**src/rtl/sfx_tone_writer.sv**
```systemverilog
// sfx_tone_writer
//
// Generates square-wave sound effects (a falling-pitch "jump" sweep and a
// fixed-pitch "walk" buzz) and streams 24-bit samples into the audio codec's
// DAC write FIFO. It runs continuously: while no effect is playing it keeps
// writing zero samples, so the DAC never starves.
//
// Ports:
//   clk_50      - 50 MHz system clock
//   reset       - asynchronous reset, active high
//   jump        - jump request level from the microphone analyser
//   walk        - walk request level from the microphone analyser
//   write_ready - codec DAC FIFO has room for a sample
//   write       - one-cycle write strobe to the codec (at most every 2nd cycle)
//   left_out    - left sample, valid while write is high, held between strobes
//   right_out   - right sample, always identical to left_out
//   busy        - high while an effect is playing
//   effect      - current effect: 00 idle, 01 walk, 10 jump
module sfx_tone_writer #(
  parameter logic [23:0] AMPLITUDE       = 24'h1FFFFF,
  parameter int          JUMP_HALF_START = 60,
  parameter int          JUMP_HALF_END   = 20,
  parameter int          JUMP_STEP       = 240,
  parameter int          JUMP_LEN        = 9600,
  parameter int          WALK_HALF       = 120,
  parameter int          WALK_LEN        = 2400
) (
  input  logic        clk_50,
  input  logic        reset,
  input  logic        jump,
  input  logic        walk,
  input  logic        write_ready,
  output logic        write,
  output logic [23:0] left_out,
  output logic [23:0] right_out,
  output logic        busy,
  output logic [1:0]  effect
);

  typedef enum logic [1:0] {
    IDLE = 2'b00,
    WALK = 2'b01,
    JUMP = 2'b10
  } state_t;

  localparam logic [23:0] AMP_POS        = AMPLITUDE;
  localparam logic [23:0] AMP_NEG        = ~AMPLITUDE + 24'd1;
  localparam logic [7:0]  JUMP_START_W   = 8'(JUMP_HALF_START);
  localparam logic [7:0]  JUMP_END_W     = 8'(JUMP_HALF_END);
  localparam logic [7:0]  WALK_HALF_W    = 8'(WALK_HALF);
  localparam logic [15:0] JUMP_STEP_LAST = 16'(JUMP_STEP - 1);
  localparam logic [15:0] JUMP_LEN_LAST  = 16'(JUMP_LEN - 1);
  localparam logic [15:0] WALK_LEN_LAST  = 16'(WALK_LEN - 1);

  state_t      state;
  logic        jump_q;
  logic        walk_q;
  logic        phase;
  logic [15:0] phase_cnt;
  logic [15:0] sample_cnt;
  logic [15:0] step_cnt;
  logic [7:0]  half;

  logic        jump_start;
  logic        walk_start;
  logic        write_next;
  logic        commit;
  logic        last_commit;
  logic        phase_wrap;
  logic [15:0] len_last;
  logic [23:0] load_data;

  // Trigger decoding, handshake and the sample that goes out on the next
  // strobe. A jump edge always wins; a walk edge is dropped while a jump
  // plays. When an effect starts in the same cycle a strobe is loaded, the
  // strobe already carries the new effect's first (positive) sample so the
  // effect's sample count and the data stream stay aligned.
  always_comb begin
    jump_start  = jump & ~jump_q;
    walk_start  = walk & ~walk_q & ~jump_start & (state != JUMP);
    write_next  = write_ready & ~write;
    commit      = write;
    len_last    = (state == JUMP) ? JUMP_LEN_LAST : WALK_LEN_LAST;
    last_commit = commit & (state != IDLE) & (sample_cnt == len_last);
    // Comparing with >= lets a count that overshot a freshly shortened
    // half-period wrap on the very next commit.
    phase_wrap  = (phase_cnt >= ({8'd0, half} - 16'd1));
    load_data   = 24'd0;
    if (jump_start || walk_start) begin
      load_data = AMP_POS;
    end else if (state != IDLE) begin
      load_data = phase ? AMP_NEG : AMP_POS;
    end
  end

  // Single registered FSM: trigger history, write strobe and sample
  // registers, effect state with its tone counters, and the status outputs.
  // Counters only move on committed samples (cycles where write is high).
  always_ff @(posedge clk_50 or posedge reset) begin
    if (reset) begin
      state      <= IDLE;
      jump_q     <= 1'b0;
      walk_q     <= 1'b0;
      write      <= 1'b0;
      left_out   <= 24'd0;
      right_out  <= 24'd0;
      busy       <= 1'b0;
      effect     <= 2'b00;
      phase      <= 1'b0;
      phase_cnt  <= 16'd0;
      sample_cnt <= 16'd0;
      step_cnt   <= 16'd0;
      half       <= 8'd0;
    end else begin
      jump_q <= jump;
      walk_q <= walk;
      write  <= write_next;
      if (write_next) begin
        left_out  <= load_data;
        right_out <= load_data;
      end

      if (jump_start) begin
        state      <= JUMP;
        busy       <= 1'b1;
        effect     <= 2'b10;
        phase      <= 1'b0;
        phase_cnt  <= 16'd0;
        sample_cnt <= 16'd0;
        step_cnt   <= 16'd0;
        half       <= JUMP_START_W;
      end else if (walk_start) begin
        state      <= WALK;
        busy       <= 1'b1;
        effect     <= 2'b01;
        phase      <= 1'b0;
        phase_cnt  <= 16'd0;
        sample_cnt <= 16'd0;
        step_cnt   <= 16'd0;
        half       <= WALK_HALF_W;
      end else if (commit && (state != IDLE)) begin
        if (last_commit) begin
          state      <= IDLE;
          busy       <= 1'b0;
          effect     <= 2'b00;
          phase      <= 1'b0;
          phase_cnt  <= 16'd0;
          sample_cnt <= 16'd0;
          step_cnt   <= 16'd0;
          half       <= 8'd0;
        end else begin
          sample_cnt <= sample_cnt + 16'd1;
          if (phase_wrap) begin
            phase_cnt <= 16'd0;
            phase     <= ~phase;
          end else begin
            phase_cnt <= phase_cnt + 16'd1;
          end
          // Pitch sweep: shorten the half-period every JUMP_STEP commits
          // until it reaches the floor.
          if (state == JUMP) begin
            if (step_cnt == JUMP_STEP_LAST) begin
              step_cnt <= 16'd0;
              if (half > JUMP_END_W) begin
                half <= half - 8'd1;
              end
            end else begin
              step_cnt <= step_cnt + 16'd1;
            end
          end
        end
      end
    end
  end

endmodule

```
**config.mk**
```make
export PLATFORM = sky130hd
export DESIGN_NAME = sfx_tone_writer
export DESIGN_NICKNAME = d
export VERILOG_FILES = /design/src/rtl/sfx_tone_writer.sv
export SDC_FILE = /design/constraint.sdc
export NUM_CORES = 1
export LEC_CHECK = 0
export ABC_AREA = 1
export BUFFER_PORTS_ARGS = -buffer_cell sky130_fd_sc_hd__buf_2
export CAP_MARGIN = 40
export CORE_UTILIZATION = 40
export DETAILED_ROUTE_END_ITERATION = 16
export PLACE_DENSITY_LB_ADDON = 0.05
export SLEW_MARGIN = 25
export SYNTH_ARGS = -nofsm -noshare
export SYNTH_HDL_FRONTEND = slang
export SYNTH_SLANG_ARGS = --single-unit
```
**constraint.sdc**
```tcl
create_clock -name clk_50 -period 3.2 [get_ports clk_50]
set_input_delay 0.16 -clock clk_50 [delete_from_list [all_inputs] [get_ports clk_50]]
set_output_delay 0.16 -clock clk_50 [all_outputs]
set_load 0.02 [all_outputs]
```
# Word-level counts from Yosys, hierarchy flattened
# Cells that the tools add are included.
# op_classes
addsub	5
mul	0
div_mod_pow	0
magnitude_cmp	2
eq_ne	4
shifts	0
muxes	39
n_bitwise	12
n_reduce_logical	13
# op_table
operator	n
$mux 16	15
$mux 24	3
$mux 8	7
$add 16x1->16 const B	3
$eq 16x14->1	1
$eq 16x8->1 const B	1
$ge 16x16->1	1
$reduce_bool 4->1	4
$mux 14	1
$mux 1	9
$sub 8x1->9 const B	1
$gt 8x5->1 const B	1
$mux 2	4
$sub 8x1->8 const B	1
$and 1x1->1	7
$reduce_and 2->1	3
$reduce_bool 3->1	2
$not 1->1	5
$reduce_and 4->1	1
$eq 2x2->1 const B	1
$ne 2x2->1 const B	1
$reduce_bool 2->1	1
$logic_and 1x1->1	1
$logic_or 1x1->1	1
# totals
regBits	87
latchBits	0
mem_bits_rw	0
romBits	0
inputBits	5
word_cells	86
n_memories	0

# Longest topological paths before layout
# logic_depth
depth_word	8
ltp_mapped	19
mapped_depth_nobuf	19

# Worst setup path before layout
# No wires, ideal clock.
# synth_path
path_kind	reg-to-reg
from	register half[0]
to	register phase_cnt[10]
setup_time_ps	127
arrival_time_ps	2148
slack_ps	925
path_stages_with_launch	18
cell_sequence	dfrtp_1 > inv_1 > ha_1 > nand2_1 > nor2_1 > nand2_1 > xor2_1 > inv_1 > ha_1 > nand2_1 > o21a_1 > nand2_1 > nand2_1 > nand2_1 > nand2_1 > nand2_4 > buf_6 > a21oi_2
# synth_between
elab_chain_cells	7
# synth_rtl
element	line	source
start, declared	62	logic [7:0] half;
start signal, assigned	165	half <= half - 8'd1;
$sub 8x1->9	87	phase_wrap = (phase_cnt >= ({8'd0, half} - 16'd1));
$ge 16x16->1	87	
$mux 16	153	if (phase_wrap) begin
$mux 16	142	if (last_commit) begin
$mux 16	141	end else if (commit && (state != IDLE)) begin
$mux 16	132	end else if (walk_start) begin
$mux 16	123	if (jump_start) begin
end signal, assigned	157	phase_cnt <= phase_cnt + 16'd1;
end, declared	59	logic [15:0] phase_cnt;
# Every way passes these cells. The select of a mux whose other input is x is not followed.
# A chain may end at the register's enable or synchronous reset.

# Final worst setup path
# layout_path
from	register half[0]
to	register phase
# layout_between
elab_chain_cells	4
# layout_rtl
element	line	source
$sub 8x1->9	87	
$ge 16x16->1	87	
$reduce_bool 4->1 (no source line)	--	
$reduce_and 2->1 (no source line)	--	
end signal, assigned	155	phase <= ~phase;
end, declared	58	logic phase;
# Every way passes these cells.

==> run metrics <==
status=finished clean; Max VDD drop=0.330 mV; Ports=57; GR Util met3=4.24%; min Tclk post-route=~2.7 ns; root buf cell=clkbuf_8; clock slew at reported path FFs=0.07 ns; Distinct cells, synth=39; FF+latch count, synth=66; initial core utilization=40.9%; P_int=between 1500 and 2000 µW; gr usage total=between 10% and 20%; main combinational cell family by area after synthesis=simple AND/OR/NAND/NOR gates; min setup slack post-route=0.548 ns; Pleak=0.00231 µW; part of the power in combinational logic=34.7%; Psw=between 1000 and 1500 µW; pre-CTS setup slack=between 0.5 and 0.6 ns; sw frac=between 30% and 40%; Setup TNS=0 ns; final setup violation count=0; RSZ-0062 raised after global routing=false; Most used DFF post-synth=dfrtp_1; DR pass1 iterations=4; first-pass GRT wire length=~16000 µm; Placed Area=4510 µm²; Fin Clk Skew=0.00638 ns; sequential power share=37.6%; die width=around 110 µm; final wirelength=around 9500 µm; initial antenna violation count=0; post-route clock period utilization=82.9%; Cell Area, Synth=4430 µm²; multi-input logic area=2110 µm²; grt ovf=0; CTS sink cnt=66; CP max FO=16; Skew-Pair Late Insertion Delay=0.34 ns; WL per Instance=12.7 µm; drt via density=~4.8; simple-gate share of the synthesized area=between 20 and 30%; Syn Area/Cell=7.64 µm²; Final Max Tran Viols=0; Yosys top cell by area=dfrtp_1; nature of the critical path endpoint=register; Slew headroom=58.1%; Peak Freq=377 MHz; CTS max path bufs=2; routed vias=3566; final std cell area, no fill=4760 µm²; post-synth top area share=37.3%; synthesis-to-layout area growth=7.40%; final core occ=43.9%; GR peak layer=met2; HPWL after DPL=7030 µm; Die ar.=11500 µm²; YS warnings=0; GPL Wtd Cong=0.786; die height=about 110 µm; synth top area cells=dfrtp_1, nand2_1, buf_4; CTS tree=done; final hold vios=0; xor/xnor share of the synthesized area=3.36%; area share of fa/ha/maj cells after synthesis=5.65%; mux cell area share after synthesis=0%; Setup CP Type=register to register; number of port buffers=56; GR met2 Demand/Resource=29.0%; Synth Instances=580; critical path required time=3.44 ns; top-count cell post-synth=nand2_1; nets@finish=between 600 and 700; met1 GRT Util=25.1%; critical path's slowest cell=dfrtp_1; Syn Nets=just over 600; pwr/cell area=approximately 580 nW/µm²; sequential area share after synthesis=37.3%; CP Cell Sequence=inv_1 -> ha_1 -> nand2_1 -> nor2_1 -> nand2_1 -> xor2_1 -> inv_1 -> ha_1 -> nand2_1 -> o21a_1 -> nand2_1 -> nand2_1 -> nand2_1 -> nand2_1 -> nand2_4 -> nand2_1 -> nand2_1 -> nand2_1; Synth top cells by count=nand2_1, dfrtp_1, inv_1; ys async rst share=100%; CP startpoint kind=register; diode count=0; maximum level of the CTS H-tree=3; CTS buffer count=9; Post-synth EDFFs=0; Slew @ Worst Pin=about 0.63 ns; largest net degree at the start of global routing=42; layout cells sized above 1=between 15 and 20%; clock network fraction of total power=roughly 28%; Synth Area in Compound Gates=10.0%; worst min-delay path class=primary input to register; post-route DRC violation count=0; num rows=38; DRT iter0 DRCs=177; post-CTS setup buffer count=0; FF+latch area=~1700 µm²; Routed Antenna Nets=0; core area=10800 µm²; maximum capacitance violations=0; Filler Cell Count=~1100; Worst path max stage delay=approximately 0.36 ns; vias in the first global route=roughly 3400; cell mode on critical path=nand2_1; critical path arrival=2.89 ns
==> metal layers <==
metal	part of all wire, %	routed length (µm)
met3	4.3	406
met1	50	4750
met2	45	4240
met4	1.0	97
met5	0	0
==> area by class of cell <==
type | instances | share of cell area (%)
Clock buffer | 15 | 3.92
Timing Repair Buffer | 62 | 6.99
Clock inverter | 1 | 0.631
Tap cell | 140 | 3.68
Inverter | 71 | 5.65
Sequential cell | 66 | 34.7
Multi-Input combinational cell | 390 | 44.4
==> per-stage QoR <==
step | power (µW) | cells | hold WS (ns)
finish | 2770 | 745 | 0.123
detailed placement | 2020 | 726 | 0.273
CTS | 2800 | 745 | 0.114
global route | 2990 | 745 | 0.146
global placement | 2010 | 726 | 0.272
floorplan | 1960 | 580 | 0.191
==> cell usage in the layout, fill, tap and decap left out, types with 2 or more instances in the layout <==
cell and n:
nand3_1 28, o21a_1 4, nand4_1 9, ha_1 20, nand2_1 129, xnor2_1 5
nand3_2 2, buf_2 56, nand3b_1 2, dlygate4sd3_1 3, inv_2 8, dfrtp_1 65
a21oi_2 10, nand2_2 4, nor3_1 22, xor2_1 12, nand3_4 2, nor2_1 61
clkbuf_1 2, buf_4 3, clkbuf_8 13, nor3_2 3, a21oi_1 27, inv_1 62
nor2_2 6, o21ai_0 24, o21ai_1 6, nand2_4 4
==> cell families after synthesis <==
family                     Yosys count
DFF                                 66
buffers and inverters              124
adders and majority gates           20
and+or+nand+nor                    277
AOI/OAI and AO/OA                   76
xor gates and xnor gates            17
==> registers in the layout (all words and copies together), names as in the netlist <==
| name | flops |
|---|---|
| state | 2 |
| phase_cnt | 16 |
| walk_q | 1 |
| busy | 1 |
| phase | 1 |
| write | 1 |
| jump_q | 1 |
| right_out | 3 |
| step_cnt | 16 |
| sample_cnt | 16 |
| half | 8 |
==> power groups by stage <==
stage               combinational, µW  sequential, µW  clock [µW]
floorplan                         916            1050           0
global placement                  958            1050           0
detailed placement                965            1060           0
CTS                               971            1040         789
global route                     1090            1060         835
finish                            960            1040         766
==> worst paths after layout <==
path                              from           end  slack (ns)  cells after the start
min reg2reg                       busy          busy        0.48                      2
max in group asynchronous        reset  phase_cnt[7]        1.99                      4
max                            half[0]         phase        0.55                     18
min in group asynchronous        reset   step_cnt[2]        0.43                      3
min                        write_ready         write        0.12                      3
max reg2reg                    half[0]         phase        0.55                     18
==> what timing repair did <==
item / CTS / global route
endpoints found under the hold margin: 28 / 0
hold buffers: 3 / 0
endpoints found under the setup margin: 0 / 0
resized for setup: 0 / 0
==> worst max-delay path: cells and delay by family, from the launching register on <==
kind / cells / cell delay [ns]
simple gates: 12 / 1.12
fa+ha+maj: 2 / 0.50
buf+inv: 2 / 0.20
flops: 1 / 0.36
compound gates: 1 / 0.20
xor+xnor: 1 / 0.17
Note: power is estimated with default switching activity, not from simulation.
